## src/rtl/mem_port_arbiter.sv

```systemverilog
// mem_port_arbiter: shares one single-port memory between the IF fetch
// requester and the MEM-stage load/store requester. The data port wins ties
// unless fetch has lost STARVE_MAX decisions in a row. One transaction is in
// flight at a time; every output is registered.
// Optional statistics counters are built when ARB_STATS_EN is defined.
module mem_port_arbiter #(
  parameter int ADDR_W     = 10,
  parameter int DATA_W     = 32,
  parameter int MEM_LAT    = 1,
  parameter int STARVE_MAX = 4
) (
  input  logic              clk,
  input  logic              rst,
  input  logic              if_req,
  input  logic [ADDR_W-1:0] if_addr,
  output logic              if_gnt,
  output logic              if_valid,
  output logic [DATA_W-1:0] if_rdata,
  input  logic              d_req,
  input  logic              d_we,
  input  logic [ADDR_W-1:0] d_addr,
  input  logic [DATA_W-1:0] d_wdata,
  output logic              d_gnt,
  output logic              d_valid,
  output logic [DATA_W-1:0] d_rdata,
  output logic              mem_en,
  output logic              mem_we,
  output logic [ADDR_W-1:0] mem_addr,
  output logic [DATA_W-1:0] mem_wdata,
  input  logic [DATA_W-1:0] mem_rdata,
  output logic [15:0]       stat_if_cnt,
  output logic [15:0]       stat_d_cnt,
  output logic [15:0]       stat_conf_cnt
);

  localparam int SW = $clog2(STARVE_MAX + 1);
  localparam int LW = $clog2(MEM_LAT + 1);
  localparam logic [SW-1:0] STARVE_LIM = SW'(STARVE_MAX);
  localparam logic [LW-1:0] LAT_INIT   = LW'(MEM_LAT - 1);

  typedef enum logic [1:0] {
    IDLE,
    ISSUE,
    WAIT,
    RESP
  } state_t;

  state_t            state_q, state_d;
  logic [SW-1:0]     starve_q, starve_d;
  logic [LW-1:0]     lat_q, lat_d;
  logic              owner_if_q, owner_if_d;
  logic              store_q, store_d;
  logic              mem_en_q, mem_en_d;
  logic              mem_we_q, mem_we_d;
  logic [ADDR_W-1:0] mem_addr_q, mem_addr_d;
  logic [DATA_W-1:0] mem_wdata_q, mem_wdata_d;
  logic              if_gnt_q, if_gnt_d;
  logic              d_gnt_q, d_gnt_d;
  logic              if_valid_q, if_valid_d;
  logic              d_valid_q, d_valid_d;
  logic [DATA_W-1:0] if_rdata_q, if_rdata_d;
  logic [DATA_W-1:0] d_rdata_q, d_rdata_d;
  logic              take_if;

  // Next-state and registered-output logic: arbitration happens only in IDLE,
  // the memory strobe and grant pulse are launched so they appear in ISSUE,
  // and read data is captured on the last WAIT cycle so valid shows in RESP.
  always_comb begin
    state_d     = state_q;
    starve_d    = starve_q;
    lat_d       = lat_q;
    owner_if_d  = owner_if_q;
    store_d     = store_q;
    mem_en_d    = 1'b0;
    mem_we_d    = 1'b0;
    mem_addr_d  = mem_addr_q;
    mem_wdata_d = mem_wdata_q;
    if_gnt_d    = 1'b0;
    d_gnt_d     = 1'b0;
    if_valid_d  = 1'b0;
    d_valid_d   = 1'b0;
    if_rdata_d  = if_rdata_q;
    d_rdata_d   = d_rdata_q;
    take_if     = if_req && (!d_req || (starve_q == STARVE_LIM));

    case (state_q)
      IDLE: begin
        if (if_req || d_req) begin
          state_d  = ISSUE;
          mem_en_d = 1'b1;
          if (take_if) begin
            owner_if_d  = 1'b1;
            store_d     = 1'b0;
            mem_addr_d  = if_addr;
            mem_wdata_d = '0;
            if_gnt_d    = 1'b1;
          end else begin
            owner_if_d  = 1'b0;
            store_d     = d_we;
            mem_we_d    = d_we;
            mem_addr_d  = d_addr;
            mem_wdata_d = d_wdata;
            d_gnt_d     = 1'b1;
          end
        end
        // Fetch losing to data bumps the starvation count; any fetch win or
        // absent fetch request wipes it.
        if (!if_req || take_if) begin
          starve_d = '0;
        end else if (d_req && (starve_q != STARVE_LIM)) begin
          starve_d = starve_q + SW'(1);
        end
      end
      ISSUE: begin
        state_d = WAIT;
        lat_d   = LAT_INIT;
      end
      WAIT: begin
        if (lat_q == '0) begin
          state_d = RESP;
          if (owner_if_q) begin
            if_rdata_d = mem_rdata;
            if_valid_d = 1'b1;
          end else begin
            d_rdata_d = store_q ? '0 : mem_rdata;
            d_valid_d = 1'b1;
          end
        end else begin
          lat_d = lat_q - LW'(1);
        end
      end
      RESP: begin
        state_d = IDLE;
      end
      default: begin
        state_d = IDLE;
      end
    endcase
  end

  // State and output registers; reset aborts any transaction in flight.
  always_ff @(posedge clk) begin
    if (rst) begin
      state_q     <= IDLE;
      starve_q    <= '0;
      lat_q       <= '0;
      owner_if_q  <= 1'b0;
      store_q     <= 1'b0;
      mem_en_q    <= 1'b0;
      mem_we_q    <= 1'b0;
      mem_addr_q  <= '0;
      mem_wdata_q <= '0;
      if_gnt_q    <= 1'b0;
      d_gnt_q     <= 1'b0;
      if_valid_q  <= 1'b0;
      d_valid_q   <= 1'b0;
      if_rdata_q  <= '0;
      d_rdata_q   <= '0;
    end else begin
      state_q     <= state_d;
      starve_q    <= starve_d;
      lat_q       <= lat_d;
      owner_if_q  <= owner_if_d;
      store_q     <= store_d;
      mem_en_q    <= mem_en_d;
      mem_we_q    <= mem_we_d;
      mem_addr_q  <= mem_addr_d;
      mem_wdata_q <= mem_wdata_d;
      if_gnt_q    <= if_gnt_d;
      d_gnt_q     <= d_gnt_d;
      if_valid_q  <= if_valid_d;
      d_valid_q   <= d_valid_d;
      if_rdata_q  <= if_rdata_d;
      d_rdata_q   <= d_rdata_d;
    end
  end

  assign mem_en    = mem_en_q;
  assign mem_we    = mem_we_q;
  assign mem_addr  = mem_addr_q;
  assign mem_wdata = mem_wdata_q;
  assign if_gnt    = if_gnt_q;
  assign d_gnt     = d_gnt_q;
  assign if_valid  = if_valid_q;
  assign d_valid   = d_valid_q;
  assign if_rdata  = if_rdata_q;
  assign d_rdata   = d_rdata_q;

`ifdef ARB_STATS_EN
  logic [15:0] stat_if_q, stat_if_d;
  logic [15:0] stat_d_q, stat_d_d;
  logic [15:0] stat_conf_q, stat_conf_d;

  // Saturating counters keyed off the grant decisions made in IDLE.
  always_comb begin
    stat_if_d   = stat_if_q;
    stat_d_d    = stat_d_q;
    stat_conf_d = stat_conf_q;
    if (if_gnt_d && (stat_if_q != 16'hFFFF)) begin
      stat_if_d = stat_if_q + 16'd1;
    end
    if (d_gnt_d && (stat_d_q != 16'hFFFF)) begin
      stat_d_d = stat_d_q + 16'd1;
    end
    if ((state_q == IDLE) && if_req && d_req && (stat_conf_q != 16'hFFFF)) begin
      stat_conf_d = stat_conf_q + 16'd1;
    end
  end

  // Statistics registers, cleared with the rest of the arbiter.
  always_ff @(posedge clk) begin
    if (rst) begin
      stat_if_q   <= '0;
      stat_d_q    <= '0;
      stat_conf_q <= '0;
    end else begin
      stat_if_q   <= stat_if_d;
      stat_d_q    <= stat_d_d;
      stat_conf_q <= stat_conf_d;
    end
  end

  assign stat_if_cnt   = stat_if_q;
  assign stat_d_cnt    = stat_d_q;
  assign stat_conf_cnt = stat_conf_q;
`else
  assign stat_if_cnt   = '0;
  assign stat_d_cnt    = '0;
  assign stat_conf_cnt = '0;
`endif

endmodule
```

## config.mk

```make
export PLATFORM = sky130hd
export DESIGN_NAME = mem_port_arbiter
export DESIGN_NICKNAME = d
export VERILOG_FILES = /design/src/rtl/mem_port_arbiter.sv
export SDC_FILE = /design/constraint.sdc
export NUM_CORES = 1
export LEC_CHECK = 0
export BUFFER_PORTS_ARGS = -buffer_cell sky130_fd_sc_hd__buf_2
export CAP_MARGIN = 20
export CELL_PAD_IN_SITES_DETAIL_PLACEMENT = 1
export CELL_PAD_IN_SITES_GLOBAL_PLACEMENT = 1
export CORE_MARGIN = 5
export CORE_UTILIZATION = 33
export CTS_CLUSTER_SIZE = 14
export DETAILED_ROUTE_END_ITERATION = 10
export GPL_ROUTABILITY_DRIVEN = 1
export HOLD_SLACK_MARGIN = 0.12
export PLACE_DENSITY = 0.89
export SKIP_LAST_GASP = 1
export SYNTH_ARGS = -nofsm -noshare
export SYNTH_HDL_FRONTEND = slang
export SYNTH_SLANG_ARGS = --single-unit
```

## constraint.sdc

```tcl
create_clock -name clk -period 1.95 [get_ports clk]
set_clock_uncertainty 0.15 [all_clocks]
set_input_delay 0.39 -clock clk [delete_from_list [all_inputs] [get_ports clk]]
set_output_delay 0.39 -clock clk [all_outputs]
set_load 0.02 [all_outputs]
```

==> results of run 1 <==
==> routing by layer <==
metal / GRT usage [%] / up-vias / share of wire, %
li1: - / 2395 / -
met1: 21.3 / 2432 / 38
met2: 36.2 / 196 / 52
met3: 6.09 / 57 / 6.7
met4: 9.69 / 2 / 3.5
met5: 0 / - / 0.070
==> critical path: cells and delay by family <==
kind	cells	cell delay [ps]
AO/OA/AOI/OAI	1	250
buffers and inverters	3	940
AND/OR/NAND/NOR	2	360
==> through the flow <==
stage	cell area (um^2)	instances	power, mW	util (%)	hold WS [ps]
after floorplan	5350	639	5.42	-	310
final	7350	1056	9.44	48.0	135
after detailed placement	6190	964	6.39	40.4	292
after global routing	7350	1056	9.94	48.0	136
after CTS	7350	1056	9.48	48.0	122
after global placement	6190	964	6.28	40.4	286
==> cells in the mapped netlist (all sizes together) <==
| cell type | n | area share (%) |
|---|---|---|
| nor3 | 3 | 0.29 |
| mux2i | 1 | 0.19 |
| conb | 1 | 0.072 |
| nand3 | 11 | 1.1 |
| xnor2 | 1 | 0.17 |
| inv | 6 | 0.44 |
| a21boi | 2 | 0.51 |
| xor2 | 1 | 0.17 |
| o21ai | 34 | 3.3 |
| a21oi | 75 | 7.3 |
| o211ai | 9 | 1.3 |
| nor2 | 15 | 1.1 |
| and3 | 1 | 0.12 |
| nor3b | 1 | 0.15 |
| nand2 | 108 | 7.8 |
| o21a | 1 | 0.15 |
| a21bo | 2 | 0.39 |
| buf | 79 | 11 |
| nand3b | 32 | 4.6 |
| nor2b | 1 | 0.12 |
| a311oi | 10 | 2.4 |
| dfxtp | 119 | 46 |
| a32oi | 2 | 0.34 |
| a22oi | 23 | 5.1 |
| a31o | 1 | 0.17 |
| ha | 5 | 1.2 |
| clkbuf | 20 | 1.5 |
| nand2b | 26 | 3.1 |
| and2 | 1 | 0.12 |
| or2 | 1 | 0.12 |
==> power by group <==
group | internal (mW) | leakage, nW | switching, mW
clock | 1.75 | 0.269 | 1.20
combinational | 1.19 | 1.99 | 2.07
sequential | 2.95 | 0.972 | 0.282
==> flip-flops by register name, summed over array words and instances (netlist names) <==
name / cells
d_rdata: 32
if_rdata: 32
mem_wdata: 32
mem_addr: 10
starve_q: 3
state_q: 2
d_gnt: 1
d_valid: 1
if_gnt: 1
if_valid: 1
mem_en: 1
mem_we: 1
owner_if_q: 1
store_q: 1
==> logic make-up (layout without fill, tap and decap cells) <==
logic type | Yosys count | in the layout | synth area share, %
buffers and inverters | 105 | 311 | 12.5
AO/OA/AOI/OAI | 159 | 159 | 20.9
adder cells (fa/ha/maj) | 5 | 5 | 1.21
AND/OR/NAND/NOR | 200 | 200 | 18.7
flip-flops | 119 | 119 | 46.0
XOR/XNOR | 2 | 2 | 0.339
multiplexers | 1 | 1 | 0.193
other | 1 | 48 | 0.0725
==> worst max-delay path by stage <==
| stage | endpoint | startpoint | cells past startpoint | slack (ps) |
|---|---|---|---|---|
| after global placement | mem_addr[1]$_SDFFE_PP0P_ | starve_q[0]$_SDFFE_PP0P_ | 6 | 350 |
| after detailed placement | mem_addr[7]$_SDFFE_PP0P_ | state_q[0]$_SDFFE_PP0P_ | 6 | 280 |
| after global routing | mem_addr[8]$_SDFFE_PP0P_ | state_q[0]$_SDFFE_PP0P_ | 6 | 70 |
| final | d_gnt$_SDFF_PP0_ | rst | 6 | 160 |
| after CTS | mem_addr[7]$_SDFFE_PP0P_ | state_q[0]$_SDFFE_PP0P_ | 6 | 220 |
| after floorplan | mem_addr[9]$_SDFFE_PP0P_ | state_q[0]$_SDFFE_PP0P_ | 8 | 390 |
==> what timing repair did <==
action / 4_1_cts / 5_1_grt
setup endpoints to repair: 0 / 0
endpoints found under the hold margin: 85 / 0
hold buffers: 60 / 0
setup buffers: 0 / 0
==> cell type report <==
type                            instances  area [um^2]
Fill cell                            1874         7960
Sequential cell                       119         2380
Multi-Input combinational cell        415         2320
Timing Repair Buffer                  273         1800
Clock buffer                           17          425
Tap cell                              211          264
Clock inverter                         15          130
Inverter                                6         22.5
==> results.ini, run 1 <==
[timing]
setup_slack_ps=164
tns_ps=0
finalHoldViolCount=0
slew_headroom_pct=65.0
period_share_pct=91.6
finalMaxSlewViolations=0
setup_viol=0
tightestPinTransition_ps=525
grt_setup_unrepaired=false
max_freq_mhz=560
finalCriticalPeriod_ps=1790

[synthesis]
avgSynthCellArea_um2=8.74
yosysSeqAreaShare_pct=46.0
syn_area_um2=5170
ys_types=39
syn_inst=592
synth_warnings=0
synth_seq_cells=119

[final_layout]
layout_common_cells=buf_2, dfxtp_1, nand2_1
final_common_cell=buf_2
drive_gt1_share_pct=32.7
synthToLayoutAreaGrowth_pct=42.1
fin_nets=926
diodes=0

[clock_tree]
clock_latency_ps=420
numClockSinks=119
cts_buffer_depth=2
clk_pin_slew_ps=60
numCtsBuffers=17
h-tree-depth=4
cts_tree=built
cts_root_buffer=clkbuf_16
cts.repair.resized=0

[placed_design]
gp_congestion=0.723
port_buffers=200
dp_slack_ps=279
dpl.hpwl_mm=11.3

[worst_setup_path]
required_ps=2120
cp.arrival_ps=1960
worst_r2r_path_depth=6
cpMostUsedCell=buf_4
worst-setup-path-type=input port to flip-flop
reg2reg_from=state_q[0]$_SDFFE_PP0P_
worstReg2RegEnd=mem_addr[7]$_SDFFE_PP0P_
worstPathCellList=dlygate4sd3_1, buf_4, nand2b_1, or2_1, buf_4, a21oi_1
rrSetupSlack_ps=240
start_kind=input port
worstSetupEndpointType=flip-flop
crit_fanout=25
cpPeakStageDelay_ps=540
cp_slowest_cell=dlygate4sd3_1

[route]
vias=5082
drt_iter0_markers=201
drc=0
drt_pass1_iterations=4
wl_per_cell_um=17.6
ant_nets=0
drt_wl_total_mm=18.6
viasPerCell=4.81

[floorplanning]
coreArea_um2=15300
die_w_um=135
rows=45
start_util_pct=33.8
die_h_um=135
dieArea_um2=18300
io_pins=249

[pwr]
power_density_nw_per_um2=1280
leakagePower_nw=3.23
ir_worst_vdd_mv=0.663

[worst_hold_path]
hold_path.class=input port to flip-flop
worstHoldStart=d_addr[3]
whs_path_depth=3
hold_path_end=mem_addr[3]$_SDFFE_PP0P_

[grt]
grt_usage_pct=20.1
antenna_found_initial=1
grt_overflow=0
grt_pass1_vias=5545
grt_pass1_wl_mm=29.1
grt_max_degree=116

[status]
outcome=finished clean

[flow_run]
maxCapViolCount=0

Power figures use the tool's default switching activity.
==> run 2: changes to the inputs <==
--- a/config.mk
+++ b/config.mk
@@ -11,11 +11,13 @@
 export CELL_PAD_IN_SITES_GLOBAL_PLACEMENT = 1
 export CORE_MARGIN = 5
 export CORE_UTILIZATION = 33
+export CTS_BUF_LIST = sky130_fd_sc_hd__clkbuf_8 sky130_fd_sc_hd__clkbuf_16
 export CTS_CLUSTER_SIZE = 14
 export DETAILED_ROUTE_END_ITERATION = 10
 export GPL_ROUTABILITY_DRIVEN = 1
 export HOLD_SLACK_MARGIN = 0.12
 export PLACE_DENSITY = 0.89
+export SETUP_SLACK_MARGIN = 0.3
 export SKIP_LAST_GASP = 1
 export SYNTH_ARGS = -nofsm -noshare
 export SYNTH_HDL_FRONTEND = slang
==> run 2 against run 1 <==
  * Final area increased by 7.2%
  * Global-route usage up 0.75 points
  * Clock-buffer cell count is the same
  * Sequential share of layout area shrank 2.1 points
  * Register-to-register slack about the same
  * Wire length rose by 16%
  * Critical endpoint is now mem_addr[9]$_SDFFE_PP0P_
==> results.ini, run 2 (synthesized netlist as in run 1, its figures left out) <==
[status]
outcome=finished clean

[worst_setup_path]
cp.arrival_ps=1910
worstSetupEndpointType=flip-flop
worstPathCellList=inv_2, ha_4, a21boi_4, buf_6, clkbuf_16, o21ai_0, a32oi_1
start_kind=flip-flop
worst-setup-path-type=flip-flop to flip-flop
cpPeakStageDelay_ps=340
required_ps=2140
cp_slowest_cell=dfxtp_2
crit_fanout=10

[floorplanning]
coreArea_um2=15300
die_w_um=135
die_h_um=135
io_pins=249
rows=45
dieArea_um2=18300
start_util_pct=33.8

[flow_run]
maxCapViolCount=0

[clock_tree]
clk_pin_slew_ps=60
cts_tree=built
numClockSinks=119
h-tree-depth=4
cts_root_buffer=clkbuf_16
numCtsBuffers=17
clock_latency_ps=420
cts_buffer_depth=2

[final_layout]
fin_nets=950
multi_input_area_um2=2410
drive_gt1_share_pct=36.4
fillers=1840
fin_util_pct=51.5
layout_common_cells=buf_2, dfxtp_1, nand2_1
seq_area_um2=2390
final_common_cell=buf_2
synthToLayoutAreaGrowth_pct=52.3

[pwr]
leakagePower_nw=3.47
power_density_nw_per_um2=1300
p_seq_share_pct=31.9
switching_share_pct=37.9
comb_power_share_pct=39.0
ir_worst_vdd_mv=0.727
p_int_mw=6.34
power.switching_mw=3.88
clkPwrFrac_pct=29.1

[timing]
finalCriticalPeriod_ps=1720
finalHoldViolCount=0
grt_setup_unrepaired=true
max_freq_mhz=580
tns_ps=0
period_share_pct=88.4
setup_viol=0
finalMaxSlewViolations=0

[grt]
grt_max_degree=116
grt_usage_pct=20.9
grt_overflow=0
antenna_found_initial=2
grt_pass1_wl_mm=30.0
grt_pass1_vias=5623

[placed_design]
port_buffers=200
gp_congestion=0.723
dpl.hpwl_mm=11.3

[route]
drc=0
viasPerCell=4.92
drt_iter0_markers=275
drt_wl_total_mm=21.6
drt_pass1_iterations=4
wl_per_cell_um=20.0
ant_nets=0
vias=5322

[worst_hold_path]
hold_path.class=input port to flip-flop

[run 2: changes by cell type in the layout (fill, tap and decap cells not counted), sizes merged]
cell / change
bufbuf: +2
dlygate4sd3: +1
diode: +1
buf: +15
dlymetal6s4s: +1
clkbuf: +5
[run 2: worst paths after layout]
path	depth (start not counted)	to	slack (ps)	startpoint
worst max-delay path	7	mem_addr[9]$_SDFFE_PP0P_	230	starve_q[1]$_SDFFE_PP0P_
worst max register to register	7	mem_addr[9]$_SDFFE_PP0P_	230	starve_q[1]$_SDFFE_PP0P_
worst min register to register	2	d_rdata[31]$_SDFFE_PP0P_	300	d_rdata[31]$_SDFFE_PP0P_
worst min-delay path	3	mem_wdata[20]$_SDFFE_PP0P_	130	d_wdata[20]
[run 2: repair_timing]
item                                   4_1_cts  5_1_grt
buffers inserted                             0       12
resized for setup                            4       40
hold buffers                                60        2
gates cloned                                 4        6
setup endpoints to repair                   19       73
endpoints found under the hold margin       85        2
pin swaps                                    1       20
[run 2: cell type report]
class                      instances  area share (%)
antenna                            1          0.0318
clock buffer                      17            5.40
clock inverter                    15            1.65
inverter                           6           0.286
multi-input combinational        415            30.6
sequential                       119            30.3
tap                              211            3.35
timing repair buffer             297            28.4
[run 2: power by group through the flow]
stage                     registers, mW  logic [mW]  clock network, mW
after detailed placement           3.26        3.14                  0
after floorplan                    3.81        1.61                  0
after global routing               3.31        4.23               3.14
final                              3.26        3.99               2.97
after global placement             3.24        3.05                  0
after CTS                          3.22        3.47               3.00
[run 2: critical path, delay by kind of cell (launching register included)]
kind | cells | cell delay, ps
AO/OA/AOI/OAI | 3 | 620
buffers and inverters | 3 | 360
flip-flops | 1 | 340
adder cells (fa/ha/maj) | 1 | 160
[run 2: per-stage QoR]
step	worst slack, ps	cell area, um^2	total power, mW	cells	hold slack (ps)
3_5_place_dp	279	6190	6.39	964	292
3_3_place_gp	354	6190	6.28	964	286
5_1_grt	180	7880	10.7	1081	115
4_1_cts	253	7490	9.69	1060	122
2_1_floorplan	387	5350	5.42	639	310
6_report	226	7880	10.2	1081	129
[run 2: layer usage]
layer / vias to the layer above / track usage [%] / part of all wire (%)
li1: 2445 / - / -
met1: 2591 / 22.4 / 38
met2: 227 / 37.3 / 52
met3: 57 / 6.17 / 5.9
met4: 2 / 10.2 / 3.4
met5: - / 0 / 0.060
